`src/rtl/axi_tdd_ng_seq_counter.sv`:
```
// axi_tdd_ng_seq_counter: frame timebase for the axi_tdd_ng channel comparators.
// Runs a startup delay, then a burst of frames of tdd_frame_length ticks each.
// A tick is one clk out of every tdd_prescale+1.
// Start sources: software pulse, edge-detected external sync, internal periodic generator.
//
// Ports:
//   i_clk, i_rst            core clock, synchronous active-high reset
//   i_tdd_enable            level; low forces IDLE and clears all state
//   i_tdd_sync_ext(_en)     external sync level (rising edge used) and its enable
//   i_tdd_sync_int_en       enables the internal periodic sync generator
//   i_tdd_sync_soft         one-cycle software sync
//   i_tdd_sync_rst          a sync in WAITING/RUNNING restarts the sequence
//   i_tdd_stop              one-cycle request: finish current frame, back to ARMED
//   i_tdd_prescale          tick every i_tdd_prescale+1 clk
//   i_tdd_burst_count       frames per burst, 0 = infinite
//   i_tdd_startup_delay     ticks from sync to first frame
//   i_tdd_frame_length      ticks per frame, 0 behaves as 1
//   i_tdd_sync_period       internal sync period in clk, 0 = no pulses
//   o_tdd_counter           tick count within delay/frame
//   o_tdd_cstate            IDLE=0, ARMED=1, WAITING=2, RUNNING=3
//   o_tdd_tick              prescaler tick while WAITING/RUNNING
//   o_tdd_endof_frame       pulse during the terminal tick of each frame
//   o_tdd_frame_index       0-based frame number within the burst
//   o_tdd_burst_done        pulse with the last endof_frame of a finite burst
module axi_tdd_ng_seq_counter #(
  parameter int unsigned REGISTER_WIDTH    = 32,
  parameter int unsigned BURST_COUNT_WIDTH = 32,
  parameter int unsigned PRESCALER_WIDTH   = 8
) (
  input  logic                         i_clk,
  input  logic                         i_rst,
  input  logic                         i_tdd_enable,
  input  logic                         i_tdd_sync_ext,
  input  logic                         i_tdd_sync_ext_en,
  input  logic                         i_tdd_sync_int_en,
  input  logic                         i_tdd_sync_soft,
  input  logic                         i_tdd_sync_rst,
  input  logic                         i_tdd_stop,
  input  logic [PRESCALER_WIDTH-1:0]   i_tdd_prescale,
  input  logic [BURST_COUNT_WIDTH-1:0] i_tdd_burst_count,
  input  logic [REGISTER_WIDTH-1:0]    i_tdd_startup_delay,
  input  logic [REGISTER_WIDTH-1:0]    i_tdd_frame_length,
  input  logic [REGISTER_WIDTH-1:0]    i_tdd_sync_period,
  output logic [REGISTER_WIDTH-1:0]    o_tdd_counter,
  output logic [1:0]                   o_tdd_cstate,
  output logic                         o_tdd_tick,
  output logic                         o_tdd_endof_frame,
  output logic [BURST_COUNT_WIDTH-1:0] o_tdd_frame_index,
  output logic                         o_tdd_burst_done
);

  typedef enum logic [1:0] {
    StIdle    = 2'd0,
    StArmed   = 2'd1,
    StWaiting = 2'd2,
    StRunning = 2'd3
  } state_e;

  localparam logic [REGISTER_WIDTH-1:0]    RegOne   = REGISTER_WIDTH'(1);
  localparam logic [BURST_COUNT_WIDTH-1:0] BurstOne = BURST_COUNT_WIDTH'(1);
  localparam logic [PRESCALER_WIDTH-1:0]   PreOne   = PRESCALER_WIDTH'(1);

  state_e                       r_state;
  logic [REGISTER_WIDTH-1:0]    r_counter;
  logic [PRESCALER_WIDTH-1:0]   r_prescaler;
  logic [BURST_COUNT_WIDTH-1:0] r_frame_index;
  logic                         r_stop;
  logic                         r_sync_ext_q;
  logic [REGISTER_WIDTH-1:0]    r_sync_gen;

  logic                         w_active;
  logic                         w_tick;
  logic                         w_gen_pulse;
  logic                         w_sync_event;
  logic                         w_resync;
  logic                         w_stop;
  logic                         w_term;
  logic                         w_last;
  logic [REGISTER_WIDTH-1:0]    w_len_m1;
  logic [REGISTER_WIDTH-1:0]    w_dly_m1;
  state_e                       w_start_state;

  assign w_active     = (r_state == StWaiting) || (r_state == StRunning);
  assign w_tick       = w_active && (r_prescaler == i_tdd_prescale);
  assign w_gen_pulse  = (i_tdd_sync_period != '0) && (r_sync_gen == i_tdd_sync_period - RegOne);
  assign w_sync_event = (i_tdd_sync_ext_en & i_tdd_sync_ext & ~r_sync_ext_q)
                      | (i_tdd_sync_int_en & w_gen_pulse)
                      | i_tdd_sync_soft;
  assign w_resync     = w_active && w_sync_event && i_tdd_sync_rst;
  // A stop arriving in the terminal clk itself still ends the sequence at that frame.
  assign w_stop       = r_stop | i_tdd_stop;
  // Zero length/delay compare as one, so a zero setting never waits for the counter to wrap.
  assign w_len_m1     = (i_tdd_frame_length == '0) ? '0 : i_tdd_frame_length - RegOne;
  assign w_dly_m1     = (i_tdd_startup_delay == '0) ? '0 : i_tdd_startup_delay - RegOne;
  assign w_term       = (r_state == StRunning) && w_tick && (r_counter == w_len_m1);
  assign w_last       = (i_tdd_burst_count != '0) &&
                        (r_frame_index == i_tdd_burst_count - BurstOne);
  assign w_start_state = (i_tdd_startup_delay != '0) ? StWaiting : StRunning;

  // Frame pulses are decoded from the registered counter so they line up with the clk
  // in which o_tdd_counter shows the terminal value; a resync in that clk cancels them.
  assign o_tdd_counter     = r_counter;
  assign o_tdd_cstate      = r_state;
  assign o_tdd_tick        = w_tick;
  assign o_tdd_frame_index = r_frame_index;
  assign o_tdd_endof_frame = w_term & ~w_resync;
  assign o_tdd_burst_done  = w_term & ~w_resync & ~w_stop & w_last;

  always_ff @(posedge i_clk) begin
    if (i_rst || !i_tdd_enable) begin
      r_state       <= StIdle;
      r_counter     <= '0;
      r_prescaler   <= '0;
      r_frame_index <= '0;
      r_stop        <= 1'b0;
      r_sync_ext_q  <= 1'b0;
      r_sync_gen    <= '0;
    end else begin
      r_sync_ext_q <= i_tdd_sync_ext;
      r_sync_gen   <= (w_gen_pulse || (i_tdd_sync_period == '0)) ? '0 : r_sync_gen + RegOne;

      unique case (r_state)
        StIdle: r_state <= StArmed;

        StArmed: begin
          if (w_sync_event) begin
            r_state       <= w_start_state;
            r_counter     <= '0;
            r_prescaler   <= '0;
            r_frame_index <= '0;
          end
        end

        StWaiting: begin
          if (w_resync) begin
            r_state     <= w_start_state;
            r_counter   <= '0;
            r_prescaler <= '0;
            r_stop      <= 1'b0;
          end else if (i_tdd_stop) begin
            r_state     <= StArmed;
            r_counter   <= '0;
            r_prescaler <= '0;
          end else begin
            r_prescaler <= w_tick ? '0 : r_prescaler + PreOne;
            if (w_tick) begin
              if (r_counter == w_dly_m1) begin
                r_state   <= StRunning;
                r_counter <= '0;
              end else begin
                r_counter <= r_counter + RegOne;
              end
            end
          end
        end

        StRunning: begin
          if (w_resync) begin
            r_state       <= w_start_state;
            r_counter     <= '0;
            r_prescaler   <= '0;
            r_frame_index <= '0;
            r_stop        <= 1'b0;
          end else begin
            r_prescaler <= w_tick ? '0 : r_prescaler + PreOne;
            r_stop      <= w_stop;
            if (w_term) begin
              r_counter <= '0;
              if (w_stop || w_last) begin
                r_state       <= StArmed;
                r_frame_index <= '0;
                r_prescaler   <= '0;
                r_stop        <= 1'b0;
              end else begin
                r_frame_index <= r_frame_index + BurstOne;
              end
            end else if (w_tick) begin
              r_counter <= r_counter + RegOne;
            end
          end
        end

        default: r_state <= StIdle;
      endcase
    end
  end

endmodule

```
`config.mk`:
```
export PLATFORM = sky130hd
export DESIGN_NAME = axi_tdd_ng_seq_counter
export DESIGN_NICKNAME = d
export VERILOG_FILES = /design/src/rtl/axi_tdd_ng_seq_counter.sv
export SDC_FILE = /design/constraint.sdc
export NUM_CORES = 1
export LEC_CHECK = 0
export ABC_AREA = 0
export ABC_CLOCK_PERIOD_IN_PS = 5050
export BUFFER_PORTS_ARGS = -buffer_cell sky130_fd_sc_hd__buf_2
export CAP_MARGIN = 20
export CORE_UTILIZATION = 50
export DETAILED_ROUTE_END_ITERATION = 7
export PLACE_DENSITY = 0.77
export SLEW_MARGIN = 10
export SYNTH_ARGS = -nofsm -noshare
export SYNTH_HDL_FRONTEND = slang
export SYNTH_SLANG_ARGS = --single-unit
export TNS_END_PERCENT = 10
```
`constraint.sdc`:
```
create_clock -name i_clk -period 5.05 [get_ports i_clk]
set_input_delay 0.505 -clock i_clk [delete_from_list [all_inputs] [get_ports i_clk]]
set_output_delay 0.505 -clock i_clk [all_outputs]
set_load 0.1 [all_outputs]
```
; ---- Yosys cells after proc, flatten, opt, wreduce, memory -nomap -nowiden
; Cells that the tools add are included.
[totals]
output_inout_bits = 69
input_bits = 145
word_cells = 108
ff_bits = 108
rom_bits = 0
latch_bits = 0
mem_bits_rw = 0
memories = 0
[classes]
mux = 38
magnitude_cmp = 0
eq_ne = 15
bitwise_logic = 12
div_mod_pow = 0
mul = 0
n_reduce_logical = 28
n_shift = 0
add_sub_neg = 8
[ops]
columns = cell, n
row1 = $mux 32, 13
row2 = $eq 32x32->1, 4
row3 = $sub 32x1->32 const B, 4
row4 = $add 32x1->32 const B, 3
row5 = $logic_not 32->1, 3
row6 = $pmux 32 s3, 1
row7 = $reduce_bool 32->1, 3
row8 = $pmux 32 s2, 1
row9 = $mux 8, 7
row10 = $pmux 8 s3, 1
row11 = $mux 2, 8
row12 = $add 8x1->8 const B, 1
row13 = $eq 8x8->1, 1
row14 = $ne 4x4->1 const B, 2
row15 = $pmux 2 s4, 1
row16 = $logic_and 1x1->1, 7
row17 = $and 1x1->1, 6
row18 = $mux 1, 5
row19 = $reduce_and 5->1, 1
row20 = $eq 2x2->1 const B, 2
row21 = $logic_or 1x1->1, 4
row22 = $ne 2x2->1 const B, 2
row23 = $ne 4x3->1 const B, 1
row24 = $reduce_and 2->1, 2
row25 = other kinds (13), 18

; ---- Depth between registers and ports, before layout
; Gate-level depths: netlist of the first run.
[depth]
depth_word = 12
depth_mapped = 16
depth_no_buf = 13

; ---- Least setup slack after synthesis of the first run
; Ideal clock, no wire load.
[synth_timing]
kind = input to output
start = input port i_tdd_frame_length[0]
end = output port o_tdd_burst_done
stages = 12
required_ns = 4.545
path_slack_ns = -1.947
n_path_buf = 1
t_arrival_ns = 6.492
cell_sequence = inv_1 -> ha_1 -> or4b_1 -> or4_4 -> buf_6 -> or4_1 -> a311o_1 -> or3_1 -> a21oi_1 -> nand4_1 -> nor3_1 -> and4_1
[synth_between]
elab_chain_cells = 7
word_cells_on_any_way = 8
cone_classes = add/sub: 1 / eq/ne: 1 / mux: 1 / bitwise: 3 / reduce/logical: 2
[synth_lines]
columns = item, line_no
row1 = from (decl), 42  ; input logic [REGISTER_WIDTH-1:0] i_tdd_frame_length,
row2 = $sub 32x1->32 / $logic_not 32->1 (equally long branches), 93  ; assign w_len_m1 = (i_tdd_frame_length == '0) ? '0 : i_tdd_frame_length - RegOne;
row3 = $mux 32 (*), 93
row4 = $eq 32x32->1 (*), 95  ; assign w_term = (r_state == StRunning) && w_tick && (r_counter == w_len_m1);
row5 = $logic_and 1x1->1 (*), 95
row6 = $and 1x1->1 (*), --
row7 = via o_tdd_endof_frame, 47  ; output logic o_tdd_endof_frame,
row8 = $and 1x1->1 (*) (2 in series), 107  ; assign o_tdd_burst_done = w_term & ~w_resync & ~w_stop & w_last;
row9 = to (decl), 49  ; output logic o_tdd_burst_done
; Mark *: on every way through the listed nets, which the timed path passes. The rest lies on a longest branch.

; ---- Final worst setup path of the first run
[layout_timing]
start = input port i_tdd_frame_length[0]
end = output port o_tdd_burst_done
[layout_between]
elab_chain_cells = 7
word_cells_on_any_way = 8
cone_classes = add/sub: 1 / eq/ne: 1 / mux: 1 / bitwise: 3 / reduce/logical: 2
[layout_lines]
columns = item, line_no
row1 = $sub 32x1->32 / $logic_not 32->1 (equally long branches), 93
row2 = $mux 32 (*), 93
row3 = $eq 32x32->1 (*), 95
row4 = $logic_and 1x1->1 (*), 95
row5 = $and 1x1->1 (*) (3 in series), 107
; Every way passes the cells marked *; elsewhere a longest branch is shown, timed or not.

==> results.md, run 1 <==
* Result of the run: completed
* Type of the worst setup path: input pin to output pin
* DR vias/cell at 6.36
* Combined global-route utilization of all metal layers at 0.318
* Number of placement rows at 52
* Number of buffers on the longest clock path at 2
* Setup repair after global routing missed its margin: no
* Clock tree root driver cell: sky130_fd_sc_hd__clkbuf_16
* Final setup skew at 0.0159 ns
* Initial antenna violation count at 1
* # setup viols final at 0
* Top cell family by delay on the critical path: simple AND/OR/NAND/NOR gates
* Sinks on Clock Net at 108
* Final clock period utilization by the worst path at 0.945
* Critical Path, Cell by Cell: buf_2, inv_1, ha_2, or4b_4, or4_4, nor3_1, a21oi_1, mux2_2, or4_1, nor4_1, nand4_1, nor3_4, and4_4, buf_12
* Min-Delay Endpoint: r_sync_ext_q$_SDFF_PP0_
* Insertion delay of the later-clocked pin in the worst-skew pair at 0.37 ns
* Yosys top cell area share at 0.205
* Drt drc at 0
* Sequential element share of the synthesized area at 0.205
* Number of enable-type register cells in the synthesized netlist at 0
* Critical-path cell with the highest stage delay: sky130_fd_sc_hd__or4_4
* Worst min-delay path startpoint: i_tdd_sync_ext
* Synthesized cell area at 10500 um^2
* Placeable Area at 20400 um^2
* Clock tree from TritonCTS: built
* Max Cap Violations at 0
* Sequential group share of total power at 0.431
* Required @ worst endpoint at 4.55 ns
* First-pass iteration count of the detailed router at 5
* Area taken by multi-input logic gates at 7920 um^2
* H-tree level count at 3
* Synthesized netlist net count at 1606
* Final antenna-violating net count at 0
* Synthesized area per cell at 7.25 um^2
* Synthesized instance count at 1452
* Slew @ Worst Pin at 0.996 ns
* Register Area at 2160 um^2
* Peak ir drop on the vdd network at 0.000150 V
* Kind of start point of the critical path: input pin
* Cell type contributing the most total cell area after synthesis: sky130_fd_sc_hd__dfxtp_1
* Leakage power summed over all cells at 4.41 nW
* Final nets at 1799
* Switching fraction of total power at 0.312
* Reg2Reg Capture Point: o_tdd_frame_index[18]$_SDFFE_PP0P_
* Final hold vios at 0
* Combinational share of power at 0.197
* Number of max-slew violations in the final report at 0
* Maximum clock rate at 210 MHz
* Initial Util at 0.515
* Worst reg2reg path depth at 11
* Leftover overflow at the end of global routing at 0
* Power spent charging and discharging nets at 619 uW
* Type of element capturing the critical path: output pin
* Buffers on Ports at 213
* Via count at 12222
* Library cells used by synthesis at 79
* Overall die height at 147 um
* Proportion of synthesized flip-flops having asynchronous set or reset at 0
* Yosys synthesis warning count at 0
* Detailed Route WL at 34900 um
* Minimum setup slack after placement at 0.0438 ns
* Longest individual stage delay on the worst path at 0.56 ns
* Prevailing post-synth register cell: sky130_fd_sc_hd__dfxtp_1
* Clock network fraction of design power at 0.372
* Largest fanout on the critical path at 8
* Count leader, synth: sky130_fd_sc_hd__nor2_1
* Leading cell types by total area after synthesis: sky130_fd_sc_hd__dfxtp_1 21%, sky130_fd_sc_hd__xnor2_1 9.3%, sky130_fd_sc_hd__xor2_1 6.6%
* Top post-synthesis cells by count: 138 x sky130_fd_sc_hd__nor2_1, 112 x sky130_fd_sc_hd__xnor2_1, 108 x sky130_fd_sc_hd__dfxtp_1
* Total I/O pin count at 214
* Share of post-route cells with drive strength above 1 at 0.199
* Maximum number of pins on one net before global-route repair at 33
* DIE WIDTH at 147 um
* CTS resizes at 0
* Period minus WS final at 4.77 ns
* Reg-to-reg critical path startpoint: r_prescaler[5]$_SDFFE_PP0P_
* Filler cells at 1976
* Via count of the first global-routing pass at 11061
* Setup Buffers After CTS at 0
* Post-detailed-placement cell area at 12100 um^2
* Detailed-route wire length per cell at 18.1 um
* Hold-fix buffers, CTS at 0
* Inserted Clock Buffers at 9
* Final setup slack of the worst path at 0.277 ns
* Buffers plus inverters on the worst setup path at 3
* Number of DRC markers in iteration 0 at 985
* Cell area power density at 160 nW/um^2
* Hold depth at 2
* WP data arrival at 4.27 ns
* Clock-pin slew of the registers on the worst-case setup and hold paths at 0.09 ns
* Wire length of the first global-routing pass at 56400 um
* Register bit total from synthesis at 108
* Area growth from synthesis to layout at 17.8%
* Worst min path class: input pin to register
* Finished Cell Area at 12400 um^2
* Worst relative slew slack at 0.334
* Non-filler instance count after layout at 1921
* Floorplan die area at 21600 um^2
* Weighted congestion at the end of routability-driven global placement at 1.01
* Total instance count after detailed placement at 1904
* Int Pwr at 1.37 mW
* Half-perimeter wire length after placement at 27600 um
* Reg2Reg Setup Slack at 0.78 ns
[worst register-to-register path, cell delays in order, from the launching register on]
cell and delay [ns]:
sky130_fd_sc_hd__dfxtp_1 0.36, sky130_fd_sc_hd__xor2_1 0.17, sky130_fd_sc_hd__nor4_1 0.64, sky130_fd_sc_hd__nand3_1 0.34
sky130_fd_sc_hd__a221o_1 0.36, sky130_fd_sc_hd__nor4_1 0.33, sky130_fd_sc_hd__nand3_1 0.12, sky130_fd_sc_hd__or4_1 0.45
sky130_fd_sc_hd__or4_4 0.46, sky130_fd_sc_hd__and2_1 0.30, sky130_fd_sc_hd__or4_1 0.55, sky130_fd_sc_hd__a21oi_1 0.15
[placed cells by master, fill, tap and decap left out, types with 7 or more instances in the layout]
cell	instances
sky130_fd_sc_hd__a21o_1	7
sky130_fd_sc_hd__a21oi_1	86
sky130_fd_sc_hd__a31oi_1	18
sky130_fd_sc_hd__a41oi_1	7
sky130_fd_sc_hd__and2_1	15
sky130_fd_sc_hd__and3_1	33
sky130_fd_sc_hd__buf_2	211
sky130_fd_sc_hd__buf_4	40
sky130_fd_sc_hd__clkbuf_16	9
sky130_fd_sc_hd__dfxtp_1	108
sky130_fd_sc_hd__ha_1	8
sky130_fd_sc_hd__inv_1	50
sky130_fd_sc_hd__nand2_1	82
sky130_fd_sc_hd__nand2b_1	16
sky130_fd_sc_hd__nand3_1	77
sky130_fd_sc_hd__nand3b_1	14
sky130_fd_sc_hd__nand4_1	40
sky130_fd_sc_hd__nand4b_1	8
sky130_fd_sc_hd__nor2_1	138
sky130_fd_sc_hd__nor2b_1	9
sky130_fd_sc_hd__nor3_1	71
sky130_fd_sc_hd__nor3b_1	8
sky130_fd_sc_hd__nor4_1	62
sky130_fd_sc_hd__nor4b_1	12
sky130_fd_sc_hd__o211ai_1	8
sky130_fd_sc_hd__o21ai_0	60
sky130_fd_sc_hd__o22ai_1	18
sky130_fd_sc_hd__o31ai_1	18
sky130_fd_sc_hd__o41ai_1	9
sky130_fd_sc_hd__or2_2	11
sky130_fd_sc_hd__or3_1	33
sky130_fd_sc_hd__or4_1	37
sky130_fd_sc_hd__xnor2_1	112
sky130_fd_sc_hd__xor2_1	79
[state kept, by name (all words and copies together) (netlist names)]
register / cells
o_tdd_counter: 32
o_tdd_frame_index: 32
r_sync_gen: 32
r_prescaler: 8
o_tdd_cstate: 2
r_stop: 1
r_sync_ext_q: 1
[cells by family (layout without fill, tap and decap cells)]
logic type,count (synthesis),count (layout),synth area share
AND/OR/NAND/NOR,699,699,0.367
adder cells (fa/ha/maj),9,9,0.0107
other,0,1,0
flip-flops,108,108,0.205
buffers and inverters,125,323,0.0466
XOR/XNOR,194,194,0.165
multiplexers,12,12,0.0121
AO/OA/AOI/OAI,305,305,0.192
[power groups by stage]
| stage | Sequential, mW | Combinational [mW] | Clock, mW |
|---|---|---|---|
| after CTS | 0.856 | 0.385 | 0.749 |
| after global placement | 0.876 | 0.378 | 0 |
| after global routing | 0.857 | 0.426 | 0.784 |
| after floorplan | 0.882 | 0.205 | 0 |
| after detailed placement | 0.876 | 0.383 | 0 |
| final | 0.856 | 0.392 | 0.739 |
[area by class of cell]
cell class	count	area share
multi-input combinational	1219	0.639
sequential	108	0.174
timing repair buffer	257	0.119
tap	270	0.0272
clock buffer	9	0.0182
inverter	50	0.0151
clock inverter	7	0.00706
antenna	1	0.000202
[metrics by stage]
step	setup TNS, ns	util	power (mW)	hold slack (ns)
2_1_floorplan	-0.0192	-	1.09	0.451
3_3_place_gp	0	0.592	1.25	0.470
3_5_place_dp	0	0.592	1.26	0.476
4_1_cts	0	0.607	1.99	0.356
5_1_grt	0	0.607	2.07	0.360
6_report	0	0.607	1.99	0.358
[how the worst max path moves through the flow]
stage	startpoint	end	slack (ns)	cells past startpoint
after global routing	i_tdd_frame_length[0]	o_tdd_burst_done	0.16	14
after CTS	i_tdd_frame_length[0]	o_tdd_burst_done	0.28	14
after floorplan	i_tdd_frame_length[0]	o_tdd_burst_done	-0.02	12
final	i_tdd_frame_length[0]	o_tdd_burst_done	0.28	14
after global placement	i_tdd_frame_length[0]	o_tdd_frame_index[18]$_SDFFE_PP0P_	0.14	14
after detailed placement	i_tdd_frame_length[0]	o_tdd_frame_index[18]$_SDFFE_PP0P_	0.04	14
[layer usage]
layer,routed length (um),vias to the layer above,track usage
met5,0,-,0
met4,1220,0,0.127
met3,2810,94,0.0342
met2,16100,576,0.523
met1,14700,5738,0.426
li1,-,5814,-
(Power assumes the default switching activity.)
==> run 2: changes to the inputs <==
--- a/config.mk
+++ b/config.mk
@@ -7,11 +7,11 @@
 export LEC_CHECK = 0
 export ABC_AREA = 0
 export ABC_CLOCK_PERIOD_IN_PS = 5050
-export BUFFER_PORTS_ARGS = -buffer_cell sky130_fd_sc_hd__buf_2
 export CAP_MARGIN = 20
 export CORE_UTILIZATION = 50
 export DETAILED_ROUTE_END_ITERATION = 7
-export PLACE_DENSITY = 0.77
+export DONT_BUFFER_PORTS = 1
+export PLACE_DENSITY = 0.68
 export SLEW_MARGIN = 10
 export SYNTH_ARGS = -nofsm -noshare
 export SYNTH_HDL_FRONTEND = slang
==> run 2 against run 1 <==
Against the previous run: sequential power is essentially flat; utilization shrank 3.0 points; via count shrank 7.1%; non-clock buffer count shrank 146; clock-buffer cell count stayed put; worst hold slack got worse by 0.086 ns; total power down 3.3%; maximum frequency grew 3.2%; sequential cell count unchanged; critical path type is now input pin to register; highest routed layer unchanged.
==> results.md, run 2 (synthesized netlist as in run 1, its figures left out) <==
* Result of the run: completed
* Final setup slack of the worst path at 0.427 ns
* Largest fanout on the critical path at 11
* Maximum clock rate at 216 MHz
* Longest individual stage delay on the worst path at 0.59 ns
* Area taken by multi-input logic gates at 7920 um^2
* Hold depth at 1
* Worst min path class: input pin to register
* Leftover overflow at the end of global routing at 0
* Sinks on Clock Net at 108
* # setup viols final at 0
* Detailed-route wire length per cell at 19.3 um
* Weighted congestion at the end of routability-driven global placement at 0.927
* Number of placement rows at 52
* Kind of start point of the critical path: input pin
* Max Cap Violations at 0
* Detailed Route WL at 34300 um
* Reg-to-reg critical path startpoint: r_prescaler[5]$_SDFFE_PP0P_
* Worst relative slew slack at 0.309
* Critical-path cell with the highest stage delay: sky130_fd_sc_hd__or4_4
* WP data arrival at 4.91 ns
* Clock-pin slew of the registers on the worst-case setup and hold paths at 0.08 ns
* DR vias/cell at 6.40
* Insertion delay of the later-clocked pin in the worst-skew pair at 0.36 ns
* Period minus WS final at 4.62 ns
* Floorplan die area at 21600 um^2
* Type of the worst setup path: input pin to register
* Number of antenna cells inserted at 0
* Buffers on Ports at 0
* Required @ worst endpoint at 5.34 ns
* Area growth from synthesis to layout at 12.0%
* Maximum number of pins on one net before global-route repair at 33
* Post-Route Utilization at 0.577
* Setup Buffers After CTS at 0
* Met3 wire len at 2760 um
* Worst min-delay path startpoint: i_tdd_sync_ext
* Finished Cell Area at 11800 um^2
* Met2 WL at 16000 um
* Leading cell types in the layout, fill and taps excluded: 138 x sky130_fd_sc_hd__nor2_1, 112 x sky130_fd_sc_hd__xnor2_1, 110 x sky130_fd_sc_hd__buf_4, 108 x sky130_fd_sc_hd__dfxtp_1, 86 x sky130_fd_sc_hd__a21oi_1
* Number of buffers on the longest clock path at 2
* CTS resizes at 0
* Type of element capturing the critical path: register
* Drt drc at 0
* Placeable Area at 20400 um^2
* Clock tree from TritonCTS: built
* Via count of the first global-routing pass at 10946
* Critical Path, Cell by Cell: inv_1, ha_2, or4b_4, or4_4, nor3_1, a21oi_1, mux2_2, or4_1, or4_1, or4_4, and2_1, buf_4, or3_1, a21oi_1
* Post-detailed-placement cell area at 11500 um^2
* Clock tree root driver cell: sky130_fd_sc_hd__clkbuf_16
* Half-perimeter wire length after placement at 27600 um
* Setup repair after global routing missed its margin: no
* Leakage power summed over all cells at 3.81 nW
* Combined global-route utilization of all metal layers at 0.315
* Initial antenna violation count at 0
* Leading cell type in the layout, fill and taps excluded: sky130_fd_sc_hd__nor2_1
* Minimum setup slack after placement at 0.0880 ns
* Overall die height at 147 um
* Accumulated negative setup slack at 0 ns
* Final antenna-violating net count at 0
* Post-route met1 wirelength at 14300 um
* Top layer in use: met4
* Peak ir drop on the vdd network at 0.000187 V
* Number of DRC markers in iteration 0 at 855
* Hold-fix buffers, CTS at 0
* H-tree level count at 3
* Inserted Clock Buffers at 9
* Final hold vios at 0
* DIE WIDTH at 147 um
* Final clock period utilization by the worst path at 0.915
* Wire length of the first global-routing pass at 55500 um
* Initial Util at 0.515
* First element of the critical path: i_tdd_frame_length[0]
* First-pass iteration count of the detailed router at 5
* Final setup skew at 0.0137 ns
* Cell area power density at 163 nW/um^2
* Worst reg2reg path depth at 12
* Total I/O pin count at 214
* Via count at 11353
* Share of post-route cells with drive strength above 1 at 0.120
* Filler cells at 1983
* Slew @ Worst Pin at 1.03 ns
* Register Area at 2160 um^2
* Final nets at 1653
* Number of max-slew violations in the final report at 0
## run 2: changes by cell type in the layout (fill, tap and decap cells not counted), sizes merged
cell / delta
diode: -1
inv: -1
buf: -146
clkinv: -1
bufinv: +2
## run 2: layout make-up
type / count / area share
Clock inverter: 7 / 0.00924
Sequential cell: 108 / 0.183
Inverter: 50 / 0.0159
Clock buffer: 9 / 0.0191
Tap cell: 270 / 0.0287
Timing Repair Buffer: 111 / 0.0718
Multi-Input combinational cell: 1219 / 0.672
## run 2: metrics by stage
stage,instances,hold WS (ns),power (mW)
finish,1774,0.273,1.92
detailed placement,1758,0.492,1.14
global route,1774,0.260,2.00
global placement,1758,0.484,1.14
CTS,1774,0.263,1.93
floorplan,1452,0.451,1.09
## run 2: layer usage
metal,vias to the layer above,global-route usage
met3,96,0.0807
met2,442,0.522
met4,0,0.140
met5,-,0
met1,5289,0.383
li1,5526,-
## run 2: power by group
| group | total (mW) | leakage (nW) | internal [mW] | switching [mW] |
|---|---|---|---|---|
| registers | 0.855 | 0.870 | 0.853 | 0.00222 |
| logic | 0.268 | 2.78 | 0.118 | 0.150 |
| clock network | 0.797 | 0.161 | 0.444 | 0.353 |
| total | 1.92 | 3.81 | 1.41 | 0.506 |
## run 2: final timing paths
| path | end | slack, ns |
|---|---|---|
| max | o_tdd_frame_index[30]$_SDFFE_PP0P_ | 0.43 |
| min | r_sync_ext_q$_SDFF_PP0_ | 0.27 |
| min reg2reg | o_tdd_frame_index[14]$_SDFFE_PP0P_ | 0.51 |
| max reg2reg | o_tdd_frame_index[30]$_SDFFE_PP0P_ | 0.74 |
## run 2: worst max-delay path: cells and delay by family
kind	cells	cell delay (ns)
muxes	1	0.28
AOI/OAI and AO/OA	2	0.26
and+or+nand+nor	8	3.40
buffers and inverters	2	0.25
adders and majority gates	1	0.20
